### src/rtl/reg_file.sv
// ---------------------------------------------------------------------------
// reg_file
//   Parametrised register bank of DEPTH words x WIDTH bits. It has one
//   synchronous write port and two independent combinational read ports.
//   There is an optional same-cycle write-to-read bypass and an optional
//   hardwired-zero register 0.
//
// Parameters
//   WIDTH    : bits per register
//   DEPTH    : number of registers (2..256, need not be a power of two)
//   BYPASS   : 1 -> a read of the word being written returns wdata this cycle
//   ZERO_REG : 1 -> register 0 reads as zero and ignores writes
//   AW       : address width, clog2(DEPTH) (derived, not overridable)
//
// Ports
//   clk      in           rising-edge clock
//   rst      in           synchronous active-high reset, clears every word
//   we       in           write enable
//   waddr    in  [AW]     write address (out-of-range writes are dropped)
//   wdata    in  [WIDTH]  write data
//   raddr_a  in  [AW]     read address, port A
//   rdata_a  out [WIDTH]  read data, port A (combinational)
//   raddr_b  in  [AW]     read address, port B
//   rdata_b  out [WIDTH]  read data, port B (combinational)
// ---------------------------------------------------------------------------
module reg_file #(
    parameter int WIDTH    = 8,
    parameter int DEPTH    = 4,
    parameter int BYPASS   = 1,
    parameter int ZERO_REG = 0,
    localparam int AW      = $clog2(DEPTH)
) (
    input  logic             clk,
    input  logic             rst,
    input  logic             we,
    input  logic [AW-1:0]    waddr,
    input  logic [WIDTH-1:0] wdata,
    input  logic [AW-1:0]    raddr_a,
    output logic [WIDTH-1:0] rdata_a,
    input  logic [AW-1:0]    raddr_b,
    output logic [WIDTH-1:0] rdata_b
);

    // One extra bit so DEPTH itself is representable when DEPTH = 2**AW.
    localparam logic [AW:0] DEPTH_W = (AW + 1)'(DEPTH);

    logic [WIDTH-1:0] mem_q [DEPTH];
    logic [WIDTH-1:0] mem_d [DEPTH];
    logic             wr_hit_s;
    logic             byp_ok_s;

    // True when the address selects an implemented word.
    function automatic logic in_range(input logic [AW-1:0] addr);
        return ({1'b0, addr} < DEPTH_W);
    endfunction

    // True when the address selects the hardwired-zero word.
    function automatic logic is_zero_reg(input logic [AW-1:0] addr);
        return (ZERO_REG != 0) && (addr == {AW{1'b0}});
    endfunction

    // Write qualifier: enabled, implemented and not the hardwired-zero word.
    always_comb begin
        wr_hit_s = we && in_range(waddr) && !is_zero_reg(waddr);
        // Bypass is masked during reset because the write will be lost.
        byp_ok_s = (BYPASS != 0) && wr_hit_s && !rst;
    end

    // Next-state for each word: take wdata on an address match, else hold.
    always_comb begin
        for (int i = 0; i < DEPTH; i++) begin
            if (wr_hit_s && (waddr == i[AW-1:0])) begin
                mem_d[i] = wdata;
            end else begin
                mem_d[i] = mem_q[i];
            end
        end
    end

    // Storage update; reset takes priority over any write.
    always_ff @(posedge clk) begin
        if (rst) begin
            for (int i = 0; i < DEPTH; i++) begin
                mem_q[i] <= {WIDTH{1'b0}};
            end
        end else begin
            mem_q <= mem_d;
        end
    end

    // Read port A mux.
    always_comb begin
        rdata_a = {WIDTH{1'b0}};
        if (!in_range(raddr_a)) begin
            rdata_a = {WIDTH{1'b0}};
        end else if (is_zero_reg(raddr_a)) begin
            rdata_a = {WIDTH{1'b0}};
        end else if (byp_ok_s && (raddr_a == waddr)) begin
            rdata_a = wdata;
        end else begin
            rdata_a = mem_q[raddr_a];
        end
    end

    // Read port B mux.
    always_comb begin
        rdata_b = {WIDTH{1'b0}};
        if (!in_range(raddr_b)) begin
            rdata_b = {WIDTH{1'b0}};
        end else if (is_zero_reg(raddr_b)) begin
            rdata_b = {WIDTH{1'b0}};
        end else if (byp_ok_s && (raddr_b == waddr)) begin
            rdata_b = wdata;
        end else begin
            rdata_b = mem_q[raddr_b];
        end
    end

endmodule

### config.mk
export PLATFORM = sky130hd
export DESIGN_NAME = reg_file
export DESIGN_NICKNAME = d
export VERILOG_FILES = /design/src/rtl/reg_file.sv
export SDC_FILE = /design/constraint.sdc
export NUM_CORES = 1
export LEC_CHECK = 0
export CAP_MARGIN = 5
export CORE_UTILIZATION = 40
export CTS_BUF_LIST = sky130_fd_sc_hd__clkbuf_16
export DETAILED_ROUTE_END_ITERATION = 6
export GPL_TIMING_DRIVEN = 0
export PLACE_DENSITY = 0.66
export SYNTH_ARGS = -nofsm -noshare
export SYNTH_HDL_FRONTEND = slang
export SYNTH_SLANG_ARGS = --single-unit
export TNS_END_PERCENT = 20
### constraint.sdc
create_clock -name clk -period 1.4 [get_ports clk]
set_input_delay 0.28 -clock clk [delete_from_list [all_inputs] [get_ports clk]]
set_output_delay 0.28 -clock clk [all_outputs]
set_load 0.005 [all_outputs]
==> results of run 1 <==
cell families after synthesis:
logic type | share of synthesized area
flops | 0.338
simple gates | 0.103
mux | 0.485
xor+xnor | 0.0343
buf+inv | 0.0396
through the flow:
| step | util | area (µm²) |
|---|---|---|
| 3_3_place_gp | 0.502 | 2230 |
| 3_5_place_dp | 0.502 | 2230 |
| 4_1_cts | 0.559 | 2480 |
| 6_report | 0.561 | 2490 |
| 2_1_floorplan | - | 1920 |
| 5_1_grt | 0.561 | 2490 |
critical path, stage by stage, from the launching register on:
cell and delay [ns]:
dfxtp_2 0.32, mux4_2 0.47, mux2_4 0.28, buf_6 0.12
worst max-delay path by stage:
stage,from,endpoint,slack [ns],depth (start not counted)
final,mem_q[1]$_SDFFE_PP0P_,rdata_b[1],-0.33,3
after global routing,mem_q[1]$_SDFFE_PP0P_,rdata_b[1],-0.37,3
after CTS,mem_q[1]$_SDFFE_PP0P_,rdata_b[1],-0.35,3
after detailed placement,we,rdata_a[4],-1.07,5
after global placement,we,rdata_a[3],-1.01,5
after floorplan,raddr_a[0],rdata_a[0],-0.02,3
routing by layer:
layer  global-route usage  vias up  wire, µm  part of all wire
met3               0.0356        4       158             0.036
met1                0.226      648      1760              0.40
met4               0.0689        0        60             0.014
li1                     -      629         -                 -
met2                0.344       29      2390              0.55
met5                    0        -         0                 0
power by group through the flow:
stage	Sequential (W)	Combinational (W)	Clock [W]
5_1_grt	0.000973	0.000457	0.00125
3_5_place_dp	0.000983	0.000408	0
3_3_place_gp	0.000980	0.000398	0
4_1_cts	0.000966	0.000434	0.00120
6_report	0.000969	0.000429	0.00118
2_1_floorplan	0.000977	0.000264	0
cell usage after synthesis:
master	count	area, µm²
nor2b_2	1	8.76
nand3_2	1	10.0
buf_4	1	7.51
dfxtp_1	32	641
mux4_2	16	360
buf_6	2	22.5
nand3b_1	2	15.0
nor2_1	32	120
buf_1	1	3.75
mux2_4	16	240
nor3b_1	1	7.51
nand3_4	2	35.0
mux2i_1	32	320
clkbuf_1	3	11.3
buf_2	6	30.0
xnor2_2	4	65.1
cell type report:
class	count	area share
Timing Repair Buffer	31	0.129
Buffer	13	0.0386
Multi-Input combinational cell	107	0.476
Clock inverter	3	0.0150
Tap cell	52	0.0261
Clock buffer	5	0.0502
Sequential cell	32	0.265
repair_timing:
| item | 4_1_cts | 5_1_grt |
|---|---|---|
| resized for setup | 97 | 9 |
| setup buffers | 6 | 0 |
| pin swaps | 1 | 0 |
| endpoints found under the hold margin | 0 | 0 |
| endpoints found under the setup margin | 24 | 16 |
==> Implementation_results.wiki, run 1 <==
{| class="wikitable"
! Metric !! Value
|-
| Grt total ovfl || 0
|-
| Sequential fraction of the synthesis area || 0.338
|-
| Sw frac || 0.216
|-
| Aggregate global-route resource usage || 0.191
|-
| Remaining design rule violation count || 0
|-
| Number of standard cells after synthesis || 152
|-
| Max-slew violation count || 0
|-
| DR vias/cell || 5.39
|-
| Chip Width || 70.9 µm
|-
| Fin nets || 207
|-
| Ys Warns || 0
|-
| Mean area per synthesized cell || 12.5 µm²
|-
| Final weighted congestion in routability-driven placement || 0.740
|-
| Setup repair after global routing missed its margin || true
|-
| Largest registers || mem_q (32)
|-
| Kind of end point of the critical path || output port
|-
| Worst hold path cell count || 2
|-
| Arrival time of the worst setup path || 1.45 ns
|-
| Number of non-filler instances in the completed layout || 243
|-
| Final critical-path share of the clock period || 1.24
|-
| Outcome || finished with violations
|-
| Largest register by flop count || mem_q
|-
| Start of the worst register-to-register path || mem_q[3]$_SDFFE_PP0P_
|-
| Vias in the first global route || 1369
|-
| CP Max Fanout || 3
|-
| DP Wirelength || 2880 µm
|-
| Count of routing violations after the opening detailed-route iteration || 49
|-
| Total area of multi-input combinational cells || 1190 µm²
|-
| CTS Buf Count || 5
|-
| Hold slack final || 0.299 ns
|-
| Leakage power of the design || 1.16 nW
|-
| P_int || 0.00202 W
|-
| Synth Register Bits || 32
|-
| CTS max path bufs || 2
|-
| Number of H-tree branching levels || 2
|-
| Capture instance of the worst register-to-register path || mem_q[3]$_SDFFE_PP0P_
|-
| Final setup skew || 0 ns
|-
| Placed cell count || 229
|-
| Setup tns final || -4.99 ns
|-
| Fill cell count || 364
|-
| Post-Synthesis Net Count || 169
|-
| Final critical delay including setup and external delays || 1.73 ns
|-
| Buffers on Ports || 25
|-
| Power density relative to cell area || 1030 nW/µm²
|-
| Area taken by flip-flops and latches || 662 µm²
|-
| Worst-case vdd ir drop || 0.516 mV
|-
| Proportion of power drawn by combinational gates || 0.167
|-
| Commonest cells after routing, fill and taps aside || mux2i_1, nor2_1, buf_6
|-
| Count of vias placed by the detailed router || 1310
|-
| Die Y-Extent || 70.9 µm
|-
| Worst relative slew slack || 0.630
|-
| CTS clk-pin slew, worst paths || 0.05 ns
|-
| Total setup violations reported at the end of the flow || 16
|-
| Global-route wire length before repair || 7130 µm
|-
| Synthesis-to-finish area growth || 31.4%
|-
| Maximum Capacitance Violations || 0
|-
| Fmax achieved || 577 MHz
|-
| Cts hold-fix bufs || 0
|-
| TritonCTS clock tree || done
|-
| Crit Path Category || reg -> out
|-
| Initial antenna violation count || 0
|-
| Sum of internal, switching and leakage power || 0.00258 W
|-
| Worst hold path startpoint || rst
|-
| Later-pin clock latency in the skew report || 0.27 ns
|-
| Length in cells of the worst reg-to-reg path || 2
|-
| Diodes inserted || 0
|-
| Number of rows in the core area || 24
|-
| Violations in the final reports || negative setup slack
|-
| Aggregate routed wire length || 4370 µm
|-
| Pin count of the biggest net entering global routing || 11
|-
| Worst setup slack after placement || -1.07 ns
|-
| Number of failing hold endpoints at the final stage || 0
|-
| Share of total power in the clock network || 0.458
|-
| Total standard cell area after synthesis || 1900 µm²
|-
| CTS Root Buffer Type || clkbuf_16
|-
| Sink Count || 32
|-
| Critical path startpoint category || flip-flop
|-
| NetSw || 0.000557 W
|-
| Boundary Pins || 33
|-
| Area of the die || 5020 µm²
|-
| Total iterations of the first detailed-routing run || 6
|-
| Number of routed nets with antenna violations || 0
|-
| Distinct cell type count of the synthesized netlist || 16
|-
| Effective utilization at floorplan || 0.427
|-
| Min-Delay Endpoint || mem_q[6]$_SDFFE_PP0P_
|-
| Final WS setup || -0.333 ns
|-
| Classification of the worst-slack hold path || in -> reg
|-
| Transition time of the tightest slew-check pin || 0.556 ns
|-
| CORE AREA || 4440 µm²
|-
| Layout cells sized above 1 || 0.503
|-
| Part of the power in registers || 0.376
|-
| WP data required || 1.12 ns
|-
| Routed wire per std cell || 18.0 µm
|-
| Number of flip-flops under the largest register name || 32
|-
| Setup slack on the worst flop-to-flop path || 0.75 ns
|}
Note: power is estimated with default switching activity, not from simulation.
==> inputs of run 2 (changes only) <==
--- a/config.mk
+++ b/config.mk
@@ -8,9 +8,10 @@
 export CAP_MARGIN = 5
 export CORE_UTILIZATION = 40
 export CTS_BUF_LIST = sky130_fd_sc_hd__clkbuf_16
+export CTS_CLUSTER_SIZE = 40
 export DETAILED_ROUTE_END_ITERATION = 6
+export DONT_BUFFER_PORTS = 1
 export GPL_TIMING_DRIVEN = 0
-export PLACE_DENSITY = 0.66
 export SYNTH_ARGS = -nofsm -noshare
 export SYNTH_HDL_FRONTEND = slang
 export SYNTH_SLANG_ARGS = --single-unit
==> run 2 against run 1 <==
The run still ends with negative setup slack left. Clock power hardly changed. Register-to-register slack hardly changed. Clock-buffer cell count stayed put. Wire length is 2.9% lower. Worst setup slack better by 0.11 ns. Largest cell class unchanged. Largest power group unchanged. Highest routed layer unchanged.
==> Implementation_results.wiki, run 2 (synthesis results as in run 1) <==
{| class="wikitable"
! Metric !! Value
|-
| DR vias/cell || 5.62 (+4.3%)
|-
| Transition time of the tightest slew-check pin || 0.547 ns (-0.00860 ns)
|-
| Fin nets || 176 (-15%)
|-
| Routed wire per std cell || 20.0 µm (+11%)
|-
| Worst setup slack after placement || -0.249 ns (+0.818 ns)
|-
| Chip Width || 70.9 µm (unchanged)
|-
| Busiest layer in global routing || met2
|-
| Classification of the worst-slack hold path || in -> reg
|-
| GR met2 Demand/Resource || 0.319 (-0.0246)
|-
| Remaining design rule violation count || 0 (unchanged)
|-
| Layout cells sized above 1 || 0.438 (-0.0651)
|-
| CTS clk-pin slew, worst paths || 0.05 ns (about the same)
|-
| Buf+Inv Stages, Crit Path || 0 (-1)
|-
| Critical path's top delay family || multiplexers
|-
| Number of routed nets with antenna violations || 0 (unchanged)
|-
| Initial antenna violation count || 0 (unchanged)
|-
| Core utilization of the finished layout || 0.488 (-0.0738)
|-
| Effective utilization at floorplan || 0.427 (unchanged)
|-
| Kind of end point of the critical path || output port
|-
| Vias in the first global route || 1282 (-6.4%)
|-
| Maximum Capacitance Violations || 0 (unchanged)
|-
| Sum of internal, switching and leakage power || 0.00247 W (-4.1%)
|-
| Fmax achieved || 618 MHz (+7.1%)
|-
| Global-route wire length before repair || 6730 µm (-5.6%)
|-
| WP data required || 1.12 ns (about the same)
|-
| Final WS setup || -0.219 ns (+0.114 ns)
|-
| Violations in the final reports || negative setup slack
|-
| Setup Fix Bufs, Post-CTS || 0 (-6)
|-
| Boundary Pins || 33 (unchanged)
|-
| Arrival time of the worst setup path || 1.34 ns (-0.11 ns)
|-
| Slowest library cell on the worst path || mux4_2
|-
| CORE AREA || 4440 µm² (unchanged)
|-
| Outcome || finished with violations
|-
| Buffers on Ports || 0 (-100%)
|-
| CTS Root Buffer Type || clkbuf_16
|-
| Number of H-tree branching levels || 2 (unchanged)
|-
| Pin count of the biggest net entering global routing || 11 (unchanged)
|-
| TritonCTS clock tree || done
|-
| Final critical-path share of the clock period || 1.16 (-0.0817)
|-
| Critical path startpoint category || flip-flop
|-
| Final weighted congestion in routability-driven placement || 0.763 (+3.1%)
|-
| Fill cell count || 428 (+18%)
|-
| Aggregate routed wire length || 4240 µm (-2.9%)
|-
| Sink Count || 32 (unchanged)
|-
| CTS max path bufs || 2 (unchanged)
|-
| Count of routing violations after the opening detailed-route iteration || 66 (+35%)
|-
| Number of failing hold endpoints at the final stage || 0 (unchanged)
|-
| M1 GR Usage || 0.220 (-0.00606)
|-
| Final critical delay including setup and external delays || 1.62 ns (-0.114 ns)
|-
| Hold slack final || 0.154 ns (-0.144 ns)
|-
| Count of vias placed by the detailed router || 1192 (-9.0%)
|-
| Diodes inserted || 0 (unchanged)
|-
| Worst-case vdd ir drop || 0.639 mV (+24%)
|-
| Synthesis-to-finish area growth || 14.2%
|-
| Number of flip-flops under the largest register name || 32 (unchanged)
|-
| Commonest cells after routing, fill and taps aside || mux2i_1, nor2_1, dfxtp_1
|-
| Max-slew violation count || 0 (unchanged)
|-
| DP Wirelength || 2800 µm (-2.6%)
|-
| Aggregate global-route resource usage || 0.184 (-0.00645)
|-
| Worst relative slew slack || 0.635 (+0.00573)
|-
| Worst stage delay on the critical path || 0.46 ns (about the same)
|-
| Crit Path Category || reg -> out
|-
| Final setup skew || 0 ns (unchanged)
|-
| Die Y-Extent || 70.9 µm (unchanged)
|-
| CP Max Fanout || 3 (unchanged)
|-
| Largest registers || mem_q (32)
|-
| CTS Buf Count || 5 (unchanged)
|-
| GR Layer Usage met3 || 0.0627 (+0.0271)
|-
| Chain of cells forming the critical path || mux4_2 -> mux2_4
|-
| Later-pin clock latency in the skew report || 0.27 ns (about the same)
|-
| Number of rows in the core area || 24 (unchanged)
|-
| Leakage power of the design || 0.991 nW (-15%)
|-
| Setup tns final || -3.26 ns (+1.73 ns)
|-
| Grt total ovfl || 0 (unchanged)
|-
| Largest register by flop count || mem_q
|-
| Total iterations of the first detailed-routing run || 6 (unchanged)
|-
| Power density relative to cell area || 1140 nW/µm² (+10%)
|-
| Area of the die || 5020 µm² (unchanged)
|-
| Total setup violations reported at the end of the flow || 16 (unchanged)
|-
| Setup repair after global routing missed its margin || true
|}
-- run 2: final timing paths --
check,startpoint,to,slack [ns],cells past startpoint
worst min-delay path,wdata[1],mem_q[1]$_SDFFE_PP0P_,0.15,2
worst min register to register,mem_q[1]$_SDFFE_PP0P_,mem_q[1]$_SDFFE_PP0P_,0.49,2
worst max-delay path,mem_q[4]$_SDFFE_PP0P_,rdata_b[4],-0.22,2
worst max register to register,mem_q[9]$_SDFFE_PP0P_,mem_q[9]$_SDFFE_PP0P_,0.74,2
-- run 2: area by class of cell --
type,count,area (µm²),area share
flip-flops and latches,32,658,0.304
well taps,52,65.1,0.0300
clock inverters,3,37.5,0.0173
clock buffers,5,125,0.0577
plain buffers,13,98.8,0.0456
multi-input cells,107,1180,0.546
-- run 2: repair_timing --
action | 4_1_cts | 5_1_grt
hold buffers | 0 | 0
setup endpoints to repair | 16 | 16
resized for setup | 11 | 5
-- run 2: where the power goes --
group | switching [W] | total [W] | internal [W]
Combinational | 0.000144 | 0.000312 | 0.000168
Clock | 0.000368 | 0.00119 | 0.000825
Sequential | 0.0000214 | 0.000968 | 0.000947
-- run 2: metal layers --
metal  up-vias  wire length, µm  share of wire
met5         -                0              0
met4         0               41         0.0097
met3         4              180          0.042
met2        30             2250           0.53
met1       589             1770           0.42
li1        569                -              -
-- run 2: per-stage QoR --
stage	std cells	instance area (µm²)
2_1_floorplan	152	1920
3_3_place_gp	204	1980
3_5_place_dp	204	1980
4_1_cts	212	2160
5_1_grt	212	2170
6_report	212	2170
==> inputs of run 3 (changes only) <==
--- a/config.mk
+++ b/config.mk
@@ -11,7 +11,7 @@
 export CTS_CLUSTER_SIZE = 40
 export DETAILED_ROUTE_END_ITERATION = 6
 export DONT_BUFFER_PORTS = 1
-export GPL_TIMING_DRIVEN = 0
+export GPL_ROUTABILITY_DRIVEN = 0
 export SYNTH_ARGS = -nofsm -noshare
 export SYNTH_HDL_FRONTEND = slang
 export SYNTH_SLANG_ARGS = --single-unit
==> run 3 against run 2 <==
Global-route usage is 0.74 points lower. Total power is 11% lower. Sequential power hardly changed. Critical path type unchanged. Worst setup slack better by 0.00081 ns. The flow finishes with violations (design-rule violations, negative setup slack). Flip-flop and latch count stayed put. Largest cell class unchanged. Clock skew stayed put. Core utilization is 2.3 points lower. Final area is 4.8% lower. Non-clock buffer count is 10 lower. Die area stayed put.
==> Implementation_results.wiki, run 3 (synthesis results as in run 1) <==
{| class="wikitable"
! Metric !! Value
|-
| Outcome || finished with violations
|-
| Violations in the final reports || design-rule violations, negative setup slack
|-
| Number of failing hold endpoints at the final stage || 0 (unchanged)
|-
| Final critical delay including setup and external delays || 1.62 ns (-0.000814 ns)
|-
| Leakage power of the design || 0.945 nW (-4.6%)
|-
| Worst stage delay on the critical path || 0.47 ns (about the same)
|-
| Chip Width || 70.9 µm (unchanged)
|-
| Transition time of the tightest slew-check pin || 0.365 ns (-0.182 ns)
|-
| Die Y-Extent || 70.9 µm (unchanged)
|-
| Synthesis-to-finish area growth || 8.70%
|-
| Largest register by flop count || mem_q
|-
| Setup tns final || -3.25 ns (+0.0151 ns)
|-
| Total iterations of the first detailed-routing run || 6 (unchanged)
|-
| CTS max path bufs || 2 (unchanged)
|-
| Pin count of the biggest net entering global routing || 34 (+23)
|-
| Total cell area at the placement stage || 1910 µm² (-3.6%)
|-
| Number of non-filler instances in the completed layout || 202 (-4.7%)
|-
| Final critical-path share of the clock period || 1.16 (about the same)
|-
| Placed cell count || 194 (-4.9%)
|-
| Total setup violations reported at the end of the flow || 16 (unchanged)
|-
| Kind of end point of the critical path || output port
|-
| Chain of cells forming the critical path || mux4_2 -> mux2_4
|-
| Part of the power in registers || 0.440 (+0.049)
|-
| Diodes inserted || 0 (unchanged)
|-
| Routed wire per std cell || 20.1 µm (+0.45%)
|-
| Slowest library cell on the worst path || mux4_2
|-
| Arrival time of the worst setup path || 1.34 ns (about the same)
|-
| Area taken by flip-flops and latches || 657 µm² (-0.19%)
|-
| Cell area after layout || 2060 µm² (-4.8%)
|-
| Number of routed nets with antenna violations || 0 (unchanged)
|-
| Cts hold-fix bufs || 0 (unchanged)
|-
| WP data required || 1.12 ns (about the same)
|-
| DR vias/cell || 5.81 (+3.3%)
|-
| Grt total ovfl || 0 (unchanged)
|-
| CORE AREA || 4440 µm² (unchanged)
|-
| Fill cell count || 422 (-1.4%)
|-
| CTS Root Buffer Type || clkbuf_16
|-
| Fin nets || 166 (-5.7%)
|-
| Boundary Pins || 33 (unchanged)
|-
| Critical path startpoint category || flip-flop
|-
| Largest registers || mem_q (32)
|-
| Fmax achieved || 618 MHz (about the same)
|-
| Setup repair after global routing missed its margin || true
|-
| TritonCTS clock tree || done
|-
| Max-slew violation count || 0 (unchanged)
|-
| CTS clk-pin slew, worst paths || 0.05 ns (about the same)
|-
| Layout cells sized above 1 || 0.407 (-0.0308)
|-
| Worst relative slew slack || 0.756 (+0.121)
|-
| Proportion of power drawn by combinational gates || 0.108 (-0.018)
|-
| Sink Count || 32 (unchanged)
|-
| NetSw || 0.000464 W (-13%)
|-
| Count of vias placed by the detailed router || 1173 (-1.6%)
|-
| Area of the die || 5020 µm² (unchanged)
|-
| Initial antenna violation count || 0 (unchanged)
|-
| Count of routing violations after the opening detailed-route iteration || 65 (-1.5%)
|-
| Number of rows in the core area || 24 (unchanged)
|-
| Global-route wire length before repair || 6520 µm (-3.1%)
|-
| Number of H-tree branching levels || 2 (unchanged)
|-
| Worst setup slack after placement || -0.0186 ns (+0.230 ns)
|-
| Remaining design rule violation count || 6 (+6)
|-
| Commonest cells after routing, fill and taps aside || mux2i_1, nor2_1, dfxtp_1
|-
| Sw frac || 0.211 (-0.00489)
|-
| Final WS setup || -0.218 ns (+0.000814 ns)
|-
| Worst-case vdd ir drop || 0.452 mV (-29%)
|-
| Total area of multi-input combinational cells || 1180 µm² (unchanged)
|-
| Classification of the worst-slack hold path || in -> reg
|-
| Sum of internal, switching and leakage power || 0.00220 W (-11%)
|-
| Aggregate routed wire length || 4060 µm (-4.3%)
|-
| CTS Buf Count || 5 (unchanged)
|-
| CP Max Fanout || 3 (unchanged)
|-
| Crit Path Category || reg -> out
|-
| Power density relative to cell area || 1070 nW/µm² (-6.6%)
|-
| Vias in the first global route || 1231 (-4.0%)
|-
| Buffers on Ports || 0 (unchanged)
|-
| P_int || 0.00174 W (-10%)
|-
| Number of flip-flops under the largest register name || 32 (unchanged)
|-
| Share of total power in the clock network || 0.452 (-0.030)
|-
| Aggregate global-route resource usage || 0.177 (-0.00742)
|-
| Later-pin clock latency in the skew report || 0.27 ns (about the same)
|-
| Effective utilization at floorplan || 0.427 (unchanged)
|-
| Final setup skew || 0 ns (unchanged)
|-
| Maximum Capacitance Violations || 0 (unchanged)
|}
-- run 3: cell count changes in the layout (fill, tap and decap cells not counted) --
cell | before | now
inv_1 | 0 | 2
buf_12 | 2 | 0
buf_2 | 5 | 0
clkbuf_1 | 3 | 0
bufinv_16 | 1 | 0
clkinv_1 | 2 | 1
dfxtp_1 | 18 | 19
dfxtp_2 | 14 | 13
-- run 3: power groups by stage --
stage	Combinational (W)	Sequential, W	Clock [W]
finish	0.000237	0.000967	0.000995
detailed placement	0.000239	0.000983	0
global placement	0.000234	0.000980	0
global route	0.000251	0.000971	0.00109
CTS	0.000240	0.000966	0.00103
floorplan	0.000264	0.000977	0
-- run 3: stage by stage --
step                      hold WS (ns)  utilization
after floorplan                  0.424            -
after global placement           0.356        0.430
after detailed placement         0.358        0.430
after CTS                       0.0580        0.463
after global routing            0.0566        0.464
final                           0.0691        0.464
-- run 3: layout make-up --
cell class / instances / share of cell area
multi-input cells: 107 / 0.573
flip-flops and latches: 32 / 0.318
clock buffers: 5 / 0.0606
well taps: 52 / 0.0315
repair buffers: 3 / 0.0109
clock inverters: 3 / 0.00546
-- run 3: path summary, 6_finish.rpt --
kind	to	slack, ns	cells after the start	startpoint
worst min-delay path	mem_q[0]$_SDFFE_PP0P_	0.07	1	rst
worst max-delay path	rdata_b[6]	-0.22	2	mem_q[6]$_SDFFE_PP0P_
worst min register to register	mem_q[1]$_SDFFE_PP0P_	0.49	2	mem_q[1]$_SDFFE_PP0P_
worst max register to register	mem_q[23]$_SDFFE_PP0P_	0.78	2	mem_q[23]$_SDFFE_PP0P_
-- run 3: what timing repair did --
action,4_1_cts,5_1_grt
endpoints found under the setup margin,16,16
hold endpoints to repair,0,0
gates resized for setup,8,5
setup buffers,0,0
-- run 3: layer usage --
layer / up-vias / wire, µm / global-route usage
met4: 0 / 68 / 0.0600
li1: 546 / - / -
met5: - / 0 / 0
met1: 590 / 1720 / 0.200
met3: 8 / 257 / 0.0670
met2: 29 / 2010 / 0.308
-- run 3: critical path, delay by kind of cell, from the launching register on --
kind          cells  cell delay, ns
multiplexers      2            0.75
flip-flops        1            0.32
